File: config.mk
export PLATFORM = sky130hd
export DESIGN_NAME = vfpu_lzc_norm
export DESIGN_NICKNAME = d
export VERILOG_FILES = /design/src/rtl/vfpu_lzc_norm_pkg.sv /design/src/rtl/vfpu_lzc_norm_lzc.sv /design/src/rtl/vfpu_lzc_norm.sv
export SDC_FILE = /design/constraint.sdc
export NUM_CORES = 1
export LEC_CHECK = 0
export BUFFER_PORTS_ARGS = -buffer_cell sky130_fd_sc_hd__buf_2
export CORE_MARGIN = 8
export CORE_UTILIZATION = 35
export DETAILED_ROUTE_END_ITERATION = 8
export PLACE_DENSITY = 0.53
export SKIP_CTS_REPAIR_TIMING = 1
export SYNTH_ARGS = -nofsm -noshare
export SYNTH_HDL_FRONTEND = slang
export SYNTH_SLANG_ARGS = --single-unit
File: constraint.sdc
create_clock -name clk_i -period 2.4 [get_ports clk_i]
set_input_delay 0.48 -clock clk_i [delete_from_list [all_inputs] [get_ports clk_i]]
set_output_delay 0.48 -clock clk_i [all_outputs]
set_load 0.03 [all_outputs]
File: src/rtl/vfpu_lzc_norm_pkg.sv
`default_nettype none
// ============================================================================
//  Module      : hwpe_ctrl_vfpu_package
//  Description : Shared types and helpers for the VFPU leading/trailing-zero
//                counter and normalisation pipeline.
//                - vfpu_lzc_mode_t : count direction (leading / trailing)
//                - vfpu_lzc_cnt_w  : count width able to represent WIDTH
//  Revision    : 1.0 - initial release
// ============================================================================
package hwpe_ctrl_vfpu_package;

    typedef enum logic {
        LZC_LEADING  = 1'b0,
        LZC_TRAILING = 1'b1
    } vfpu_lzc_mode_t;

    // One extra bit over log2 so an all-zero lane can report exactly WIDTH.
    function automatic int vfpu_lzc_cnt_w(input int width);
        return $clog2(width) + 1;
    endfunction

endpackage
`default_nettype wire

File: src/rtl/vfpu_lzc_norm_lzc.sv
`default_nettype none
// ============================================================================
//  Module      : vfpu_lzc
//  Description : Purely combinational single-lane zero counter built as a
//                balanced binary tree.  Trailing mode reuses the leading tree
//                on the bit-reversed input.
//  Ports       : data_i  [WIDTH]  lane data
//                mode_i  [1]      0 = leading, 1 = trailing
//                count_o [CNT_W]  zero count (WIDTH when lane is zero)
//                zero_o  [1]      lane is all zeros
//  Revision    : 1.0 - initial release
// ============================================================================
module vfpu_lzc
    import hwpe_ctrl_vfpu_package::*;
#(
    parameter  int WIDTH = 32,
    localparam int CNT_W = vfpu_lzc_cnt_w(WIDTH)
) (
    input  logic [WIDTH-1:0] data_i,
    input  logic             mode_i,
    output logic [CNT_W-1:0] count_o,
    output logic             zero_o
);

    localparam int C_LOG = $clog2(WIDTH);
    localparam int C_PAD = 1 << C_LOG;

    logic [WIDTH-1:0] w_scan;
    logic [C_PAD-1:0] w_padded;
    logic             w_vld [C_LOG+1][C_PAD];
    logic [C_LOG-1:0] w_cnt [C_LOG+1][C_PAD];

    // Bit-reverse for trailing mode so the tree always counts from the top.
    always_comb begin
        w_scan = '0;
        for (int i = 0; i < WIDTH; i++) begin
            if (mode_i == LZC_TRAILING) begin
                w_scan[i] = data_i[WIDTH-1-i];
            end else begin
                w_scan[i] = data_i[i];
            end
        end
    end

    // Padding zeros go below the scanned vector, i.e. on the uncounted side.
    assign w_padded = C_PAD'(w_scan) << (C_PAD - WIDTH);

    // Node n of level l covers 2^l bits; node 0 is the most significant.
    // A node's count is the left count if the left half holds a one,
    // otherwise half-size plus the right count.
    always_comb begin
        for (int l = 0; l <= C_LOG; l++) begin
            for (int n = 0; n < C_PAD; n++) begin
                w_vld[l][n] = 1'b0;
                w_cnt[l][n] = '0;
            end
        end
        for (int n = 0; n < C_PAD; n++) begin
            w_vld[0][n] = w_padded[C_PAD-1-n];
        end
        for (int l = 1; l <= C_LOG; l++) begin
            for (int n = 0; n < C_PAD/2; n++) begin
                w_vld[l][n] = w_vld[l-1][2*n] | w_vld[l-1][2*n+1];
                if (w_vld[l-1][2*n]) begin
                    w_cnt[l][n] = w_cnt[l-1][2*n];
                end else begin
                    w_cnt[l][n] = w_cnt[l-1][2*n+1] | C_LOG'(1 << (l-1));
                end
            end
        end
    end

    assign zero_o  = ~w_vld[C_LOG][0];
    assign count_o = zero_o ? CNT_W'(WIDTH) : {1'b0, w_cnt[C_LOG][0]};

endmodule
`default_nettype wire

File: src/rtl/vfpu_lzc_norm.sv
`default_nettype none
// ============================================================================
//  Module      : vfpu_lzc_norm
//  Description : Two-stage pipelined multi-lane leading/trailing zero counter
//                with normalisation shift and elastic valid/ready handshake.
//                S1 registers count/zero/raw data/mode/tag; S2 registers the
//                shifted data and drives the outputs directly.
//  Ports       : clk_i, rst_ni (async active-low), clear_i (sync flush)
//                in_valid_i / in_ready_o, in_data_i, in_mode_i, in_tag_i
//                out_valid_o / out_ready_i, out_data_o, out_count_o,
//                out_zero_o, out_tag_o
//  Revision    : 1.0 - initial release
// ============================================================================
module vfpu_lzc_norm
    import hwpe_ctrl_vfpu_package::*;
#(
    parameter  int WIDTH     = 32,
    parameter  int NUM_LANES = 2,
    parameter  int TAG_W     = 4,
    localparam int CNT_W     = vfpu_lzc_cnt_w(WIDTH)
) (
    input  logic                       clk_i,
    input  logic                       rst_ni,
    input  logic                       clear_i,
    input  logic                       in_valid_i,
    output logic                       in_ready_o,
    input  logic [NUM_LANES*WIDTH-1:0] in_data_i,
    input  logic                       in_mode_i,
    input  logic [TAG_W-1:0]           in_tag_i,
    output logic                       out_valid_o,
    input  logic                       out_ready_i,
    output logic [NUM_LANES*WIDTH-1:0] out_data_o,
    output logic [NUM_LANES*CNT_W-1:0] out_count_o,
    output logic [NUM_LANES-1:0]       out_zero_o,
    output logic [TAG_W-1:0]           out_tag_o
);

    // ---------------------------------------------------------------- lanes
    logic [NUM_LANES*CNT_W-1:0] w_lane_cnt;
    logic [NUM_LANES-1:0]       w_lane_zero;
    logic [NUM_LANES*WIDTH-1:0] w_shifted;

    logic                       r_s1_valid_q, w_s1_valid_d;
    logic [NUM_LANES*WIDTH-1:0] r_s1_data_q,  w_s1_data_d;
    logic [NUM_LANES*CNT_W-1:0] r_s1_cnt_q,   w_s1_cnt_d;
    logic [NUM_LANES-1:0]       r_s1_zero_q,  w_s1_zero_d;
    logic                       r_s1_mode_q,  w_s1_mode_d;
    logic [TAG_W-1:0]           r_s1_tag_q,   w_s1_tag_d;

    logic                       r_s2_valid_q, w_s2_valid_d;
    logic [NUM_LANES*WIDTH-1:0] r_s2_data_q,  w_s2_data_d;
    logic [NUM_LANES*CNT_W-1:0] r_s2_cnt_q,   w_s2_cnt_d;
    logic [NUM_LANES-1:0]       r_s2_zero_q,  w_s2_zero_d;
    logic [TAG_W-1:0]           r_s2_tag_q,   w_s2_tag_d;

    logic w_s2_ready;
    logic w_in_ready;
    logic w_accept;
    logic w_xfer;

    for (genvar k = 0; k < NUM_LANES; k++) begin : g_lane
        vfpu_lzc #(
            .WIDTH (WIDTH)
        ) u_lzc (
            .data_i  (in_data_i[k*WIDTH +: WIDTH]),
            .mode_i  (in_mode_i),
            .count_o (w_lane_cnt[k*CNT_W +: CNT_W]),
            .zero_o  (w_lane_zero[k])
        );

        // A zero lane shifts by WIDTH and so yields zero on its own.
        assign w_shifted[k*WIDTH +: WIDTH] =
            (r_s1_mode_q == LZC_TRAILING)
                ? (r_s1_data_q[k*WIDTH +: WIDTH] >> r_s1_cnt_q[k*CNT_W +: CNT_W])
                : (r_s1_data_q[k*WIDTH +: WIDTH] << r_s1_cnt_q[k*CNT_W +: CNT_W]);
    end

    // ------------------------------------------------------------ handshake
    assign w_s2_ready = ~r_s2_valid_q | out_ready_i;
    assign w_in_ready = (~r_s1_valid_q | w_s2_ready) & ~clear_i;
    assign w_accept   = in_valid_i & w_in_ready;
    // Flush wins over an S1->S2 move; the moved data would be invisible anyway.
    assign w_xfer     = r_s1_valid_q & w_s2_ready & ~clear_i;

    always_comb begin
        w_s1_valid_d = r_s1_valid_q;
        w_s1_data_d  = r_s1_data_q;
        w_s1_cnt_d   = r_s1_cnt_q;
        w_s1_zero_d  = r_s1_zero_q;
        w_s1_mode_d  = r_s1_mode_q;
        w_s1_tag_d   = r_s1_tag_q;

        if (clear_i) begin
            w_s1_valid_d = 1'b0;
        end else if (w_accept) begin
            w_s1_valid_d = 1'b1;
        end else if (w_xfer) begin
            w_s1_valid_d = 1'b0;
        end

        if (w_accept) begin
            w_s1_data_d = in_data_i;
            w_s1_cnt_d  = w_lane_cnt;
            w_s1_zero_d = w_lane_zero;
            w_s1_mode_d = in_mode_i;
            w_s1_tag_d  = in_tag_i;
        end
    end

    always_comb begin
        w_s2_valid_d = r_s2_valid_q;
        w_s2_data_d  = r_s2_data_q;
        w_s2_cnt_d   = r_s2_cnt_q;
        w_s2_zero_d  = r_s2_zero_q;
        w_s2_tag_d   = r_s2_tag_q;

        if (clear_i) begin
            w_s2_valid_d = 1'b0;
        end else if (w_xfer) begin
            w_s2_valid_d = 1'b1;
        end else if (out_ready_i) begin
            w_s2_valid_d = 1'b0;
        end

        if (w_xfer) begin
            w_s2_data_d = w_shifted;
            w_s2_cnt_d  = r_s1_cnt_q;
            w_s2_zero_d = r_s1_zero_q;
            w_s2_tag_d  = r_s1_tag_q;
        end
    end

    always_ff @(posedge clk_i or negedge rst_ni) begin
        if (!rst_ni) begin
            r_s1_valid_q <= 1'b0;
            r_s1_data_q  <= '0;
            r_s1_cnt_q   <= '0;
            r_s1_zero_q  <= '0;
            r_s1_mode_q  <= 1'b0;
            r_s1_tag_q   <= '0;
            r_s2_valid_q <= 1'b0;
            r_s2_data_q  <= '0;
            r_s2_cnt_q   <= '0;
            r_s2_zero_q  <= '0;
            r_s2_tag_q   <= '0;
        end else begin
            r_s1_valid_q <= w_s1_valid_d;
            r_s1_data_q  <= w_s1_data_d;
            r_s1_cnt_q   <= w_s1_cnt_d;
            r_s1_zero_q  <= w_s1_zero_d;
            r_s1_mode_q  <= w_s1_mode_d;
            r_s1_tag_q   <= w_s1_tag_d;
            r_s2_valid_q <= w_s2_valid_d;
            r_s2_data_q  <= w_s2_data_d;
            r_s2_cnt_q   <= w_s2_cnt_d;
            r_s2_zero_q  <= w_s2_zero_d;
            r_s2_tag_q   <= w_s2_tag_d;
        end
    end

    // -------------------------------------------------------------- outputs
    assign in_ready_o  = w_in_ready;
    assign out_valid_o = r_s2_valid_q;
    assign out_data_o  = r_s2_data_q;
    assign out_count_o = r_s2_cnt_q;
    assign out_zero_o  = r_s2_zero_q;
    assign out_tag_o   = r_s2_tag_q;

endmodule
`default_nettype wire
==> Word level (Yosys, flattened, before mapping) <==
Index checks and enable logic that the tools add are counted.
{ "classes": {"shifts": 4, "muxes": 136, "bitwise_logic": 73, "n_reduce_logical": 2} }
{ "op_table": {"columns": ["operator", "count"], "rows": [
  ["2-to-1 mux 1 bit", 102],
  ["2-to-1 mux 5 bit", 16],
  ["2-to-1 mux 32 bit", 2],
  ["bitwise OR 1 bit", 64],
  ["left shift 32 x 6 -> 32 bit", 2],
  ["right shift 32 x 6 -> 32 bit", 2],
  ["2-to-1 mux 4 bit", 8],
  ["2-to-1 mux 3 bit", 4],
  ["2-to-1 mux 6 bit", 2],
  ["nonzero test 3 bit", 2],
  ["NOT 1 bit", 5],
  ["bitwise AND 1 bit", 4],
  ["2-to-1 mux 2 bit", 2]
]} }
{ "totals": {"ff_bits": 167, "output_inout_bits": 84, "word_cells": 226} }

==> Depth between registers and ports, before layout <==
{ "logic_depth": {"word_depth": 7, "depth_mapped": 10, "ltp_nobuf": 6} }

==> Hierarchy <==
Synthesis repeated with hierarchy kept, for this count alone.
{ "hier_totals": {"cells_unflattened": 1612, "hier_area_um2": 16190.5} }
{ "modules_own_cells": {"columns": ["mod", "instances", "cells_per_inst", "area_per_inst_um2", "seq_area_each_um2"], "rows": [
  ["vfpu_lzc_norm", 1, 1373, 14641.5, 4179.0],
  ["vfpu_lzc at g_lane[0].u_lzc", 1, 118, 777.0, 0.0],
  ["vfpu_lzc at g_lane[1].u_lzc", 1, 121, 772.0, 0.0]
]} }

==> Least setup slack after synthesis <==
OpenSTA, ideal clock, no wires.
{ "synth_path": {"path_kind": "register to register", "start": "register r_s2_valid_q, in the netlist out_valid_o", "end": "register r_s1_data_q[8]", "arrival_time_ps": 2335, "required_time_ps": 2335, "slack_ps": 0, "stages_incl_launch_ff": 9, "path_buffers": 3, "synth_period_minus_slack_ps": 2400, "cell_sequence": "dfrtp_1 > nor2b_1 > a21oi_1 > and2_1 > buf_2 > clkbuf_1 > buf_1 > nand2_1 > nand2_1"} }
{ "synth_between": {"elab_chain_len": 5} }
{ "synth_rtl": {"columns": ["item", "line", "source"], "rows": [
  ["start, declared", "vfpu_lzc_norm.sv:50", "logic r_s2_valid_q, w_s2_valid_d;"],
  ["start signal, assigned", "vfpu_lzc_norm.sv:153", "r_s2_valid_q <= w_s2_valid_d;"],
  ["NOT 1 bit", "vfpu_lzc_norm.sv:79", "assign w_s2_ready = ~r_s2_valid_q | out_ready_i;"],
  ["bitwise OR 1 bit", "vfpu_lzc_norm.sv:79", null],
  ["bitwise OR 1 bit", "vfpu_lzc_norm.sv:80", "assign w_in_ready = (~r_s1_valid_q | w_s2_ready) & ~clear_i;"],
  ["bitwise AND 1 bit", "vfpu_lzc_norm.sv:80", null],
  ["named net in_ready_o", "vfpu_lzc_norm.sv:26", "output logic in_ready_o,"],
  ["bitwise AND 1 bit", "vfpu_lzc_norm.sv:81", "assign w_accept = in_valid_i & w_in_ready;"],
  ["end signal, assigned", "vfpu_lzc_norm.sv:148", "r_s1_data_q <= w_s1_data_d;"],
  ["end, declared", "vfpu_lzc_norm.sv:44", "logic [NUM_LANES*WIDTH-1:0] r_s1_data_q, w_s1_data_d;"]
]} }
The timed path passes the listed nets, and every way through them passes these cells.
A chain may end at the register's enable or synchronous reset.

==> Worst setup path in the final report <==
{ "layout_path": {"start": "register r_s1_cnt_q[0]", "end": "register r_s2_data_q[31], in the netlist out_data_o[31]"} }
{ "layout_between": {"elab_chain_len": 2, "word_cells_on_any_way": 3, "cone_classes": "shift (2); mux (1)"} }
{ "layout_rtl": {"columns": ["item", "line", "source"], "rows": [
  ["start, declared", "vfpu_lzc_norm.sv:45", "logic [NUM_LANES*CNT_W-1:0] r_s1_cnt_q, w_s1_cnt_d;"],
  ["start signal, assigned", "vfpu_lzc_norm.sv:149", "r_s1_cnt_q <= w_s1_cnt_d;"],
  ["left shift 32 x 6 -> 32 bit / right shift 32 x 6 -> 32 bit (equally long branches)", "vfpu_lzc_norm.sv:75, vfpu_lzc_norm.sv:74", null],
  ["2-to-1 mux 32 bit *", "vfpu_lzc_norm.sv:74", "? (r_s1_data_q[k*WIDTH +: WIDTH] >> r_s1_cnt_q[k*CNT_W +: CNT_W])"],
  ["end signal, assigned", "vfpu_lzc_norm.sv:154", "r_s2_data_q <= w_s2_data_d;"],
  ["end, declared", "vfpu_lzc_norm.sv:51", "logic [NUM_LANES*WIDTH-1:0] r_s2_data_q, w_s2_data_d;"]
]} }
Mark *: on every way between the ends. The rest lies on a longest branch, timed or not.

==> flow_summary.toml <==
[final_layout]
multiInputGateArea_um2 = 10100
num-fill-cells = 4328
fraction_of_layout_cells_with_a_size_suffix_above_1_pct = 30.01
synthToLayoutAreaGrowth_pct = 23.11
final_net_count = 2140
layout_common_cells = "sky130_fd_sc_hd__nand2_1 (312), sky130_fd_sc_hd__buf_4 (213), sky130_fd_sc_hd__buf_2 (156), sky130_fd_sc_hd__dfrtp_1 (155), sky130_fd_sc_hd__nor2_1 (138)"
insertedDiodeCount = 0
layout.cells.most_common = "sky130_fd_sc_hd__nand2_1"
seq_area_um2 = 4094

[logic_synthesis]
synth_top_area_share_pct = 27.15
netlist_instances = 1828
dominantRegCellSynth = "sky130_fd_sc_hd__dfrtp_1"
synth_fp_nets = 1902
synth.yosys.seq_area_share_pct = 27.15
post_synth_instance_area_um2 = 15020
synth_async_sr_flop_share_pct = 100.0
yosys.area.top_type = "sky130_fd_sc_hd__dfrtp_1"
netlist_top_cells_area = "sky130_fd_sc_hd__dfrtp_1 (27%), sky130_fd_sc_hd__mux4_2 (9.1%), sky130_fd_sc_hd__nand2_1 (7.8%)"
yosys_warnings = 0
average_footprint_of_a_synthesized_cell_um2 = 8.218
synth_cell_types = 70
synth_edf_count = 0
yosys_register_bits = 163

[detailed_routing]
post_drt_via_cell_ratio = 6.246
drt.antenna.violating_nets = 0
drt-total-wl_um = 65200
dr_total_vias = 16400
wl_per_cell_um = 24.84
post-route-drc-count = 0
drt_pre_antenna_iters = 6
detail_route.iter0.violations = 2150

[worst_setup_path]
criticalPathCategory = "reg -> reg"
ff2ff_setup_slack_ns = 0.01
endpoint_kind = "register"
critPathLaunchType = "register"
worst_path_fanout_max = 8
worstSetupEndpoint = "out_data_o[31]$_DFFE_PN0P_"
worst-endpoint-required_ns = 2.73
arrival_ns = 2.72
timing.reg2reg.worst_path_depth = 7
crit_path_start = "r_s1_cnt_q[0]$_DFFE_PN0P_"
reg_to_reg_start = "r_s1_cnt_q[0]$_DFFE_PN0P_"
r2r-end = "out_data_o[31]$_DFFE_PN0P_"

[clocking]
clock_latency_ns = 0.46
tritoncts_num_sinks = 163
cts_tree = "done"
cts_buffers = 17
clkSlewWorstSetupHoldPaths_ns = 0.09
clock_tree_root = "sky130_fd_sc_hd__clkbuf_16"
cts-root-to-sink-buffers = 2
cts_max_level = 4

[floorplanning]
fp.dieH_um = 223.2
floorplan.core_area_um2 = 42700
die-area_um2 = 49800
pin_count = 158
placementRows = 76
floorplan.die.width_um = 223.2
initial_utilization_pct = 35.18

[global_routing]
first_pass_grt_wire_length_um = 99530
grt_max_degree = 86
number_of_global_route_vias_before_repair = 15780
gr-usage-all-layers_pct = 25.43
grt-ovfl-total = 0
antenna_violations_before_repair = 0

[outcome]
run_status = "finished, violations left"
failed_checks = "negative hold slack"

[pwr]
power.density_cell_area_nw_per_um2 = 762.5
ir_worst_vdd_mv = 0.4874
leakage_nw = 7.990

[timing]
timing_max_transition_violations_final = 0
fin_crit_sh_pct = 99.58
endpoints_failing_hold = 1
fmax_mhz = 418.4
max-slew-margin-rel_pct = 53.17
finalClockSkew_ns = 0.01805
period_needed_ns = 2.390
finalSetupViolations = 0
fin_tns_setup_ns = 0
worst_pin_slew_ns = 0.6982
final.hold.worst_slack_ns = -0.004118
grt_setup_unrepaired = "true"

[place]
place.gp.congestion = 0.9901
place.port_buffers = 157
place_hpwl_um = 49950

[flow_run]
cap_viol_max_count = 0

[hold_path]
min-delay-path-class = "in -> async"
power by group:
part / internal [W] / leakage (nW) / total (W) / switching (W)
sequential: 0.00330 / 2.05 / 0.00399 / 0.000695
clock: 0.00159 / 0.297 / 0.00294 / 0.00135
combinational: 0.00291 / 5.64 / 0.00717 / 0.00426
total: 0.00779 / 7.99 / 0.0141 / 0.00631
layout make-up:
type	count	share of cell area [%]
flip-flops and latches	163	22.14
well taps	546	3.694
inverters	36	0.7510
clock inverters	15	1.035
multi-input cells	1453	54.62
repair buffers	395	15.47
clock buffers	17	2.300
logic make-up (layout without fill, tap and decap cells):
family	after synthesis	count (layout)	share of synthesized area (%)
DFF	163	163	27.15
muxes	245	245	22.10
buffers and inverters	212	463	6.363
and+or+nand+nor	670	670	20.08
AOI/OAI and AO/OA	538	538	24.30
Yosys cell counts (11+ instances only):
cell type	count
sky130_fd_sc_hd__o31ai_1	16
sky130_fd_sc_hd__nor3b_1	29
sky130_fd_sc_hd__nand2_1	313
sky130_fd_sc_hd__a22oi_1	16
sky130_fd_sc_hd__a221oi_1	13
sky130_fd_sc_hd__nand3_1	23
sky130_fd_sc_hd__a31oi_1	14
sky130_fd_sc_hd__nor2_1	139
sky130_fd_sc_hd__o221ai_1	22
sky130_fd_sc_hd__or2_2	14
sky130_fd_sc_hd__nand2b_1	21
sky130_fd_sc_hd__buf_2	43
sky130_fd_sc_hd__inv_1	33
sky130_fd_sc_hd__a32o_1	17
sky130_fd_sc_hd__a22o_1	13
sky130_fd_sc_hd__mux2_2	83
sky130_fd_sc_hd__and2_1	12
sky130_fd_sc_hd__mux2i_1	101
sky130_fd_sc_hd__o22ai_1	48
sky130_fd_sc_hd__nor2b_1	25
sky130_fd_sc_hd__o21ai_0	128
sky130_fd_sc_hd__dfrtp_1	163
sky130_fd_sc_hd__buf_4	18
sky130_fd_sc_hd__a21oi_1	94
sky130_fd_sc_hd__a2bb2oi_1	11
sky130_fd_sc_hd__nor3_1	58
sky130_fd_sc_hd__clkbuf_1	100
sky130_fd_sc_hd__o211ai_1	22
sky130_fd_sc_hd__a211oi_1	38
sky130_fd_sc_hd__mux4_2	61
how the worst min path moves through the flow:
| stage | startpoint | end | cells past startpoint |
|---|---|---|---|
| floorplan | rst_ni | out_count_o[0]$_DFFE_PN0P_ | 0 |
| global placement | out_data_o[8]$_DFFE_PN0P_ | out_data_o[8]$_DFFE_PN0P_ | 2 |
| detailed placement | out_data_o[8]$_DFFE_PN0P_ | out_data_o[8]$_DFFE_PN0P_ | 2 |
| CTS | rst_ni | r_s1_cnt_q[11]$_DFFE_PN0P_ | 1 |
| global route | rst_ni | r_s1_cnt_q[11]$_DFFE_PN0P_ | 1 |
| finish | rst_ni | r_s1_cnt_q[11]$_DFFE_PN0P_ | 1 |
per-stage QoR:
stage | cell area [µm²] | power [W] | instances | setup slack (ns) | util [%]
after floorplan | 15030 | 0.007976 | 1828 | 0.2316 | -
after global placement | 17720 | 0.01094 | 2589 | -0.1669 | 41.50
after detailed placement | 17720 | 0.01095 | 2589 | -0.1717 | 41.50
after CTS | 18340 | 0.01392 | 2621 | -0.02906 | 42.95
after global routing | 18490 | 0.01477 | 2625 | -0.03766 | 43.32
final | 18490 | 0.01410 | 2625 | 0.01003 | 43.32
metal layers:
layer / up-vias / track usage (%) / part of all wire, %
met5: - / 0 / 0
met4: 0 / 6.946 / 2.2
met3: 121 / 5.437 / 10
met2: 990 / 34.27 / 40
met1: 7973 / 39.61 / 48
li1: 7313 / - / -
registers in the layout, summed over array words and instances (netlist names):
name,count
r_s1_cnt_q,12
out_tag_o,4
out_count_o,12
out_data_o,64
r_s1_valid_q,1
out_valid_o,1
r_s1_mode_q,1
r_s1_data_q,64
r_s1_tag_q,4
worst max-delay path, stage by stage (launching register included):
cell and delay [ns]:
sky130_fd_sc_hd__dfrtp_4 0.50, sky130_fd_sc_hd__mux4_2 0.51, sky130_fd_sc_hd__mux2_4 0.32, sky130_fd_sc_hd__a222oi_1 0.38, sky130_fd_sc_hd__and2_1 0.20, sky130_fd_sc_hd__a211oi_1 0.08
sky130_fd_sc_hd__buf_4 0.14, sky130_fd_sc_hd__a21o_1 0.14
No activity file was read; power rests on OpenSTA's default activity.
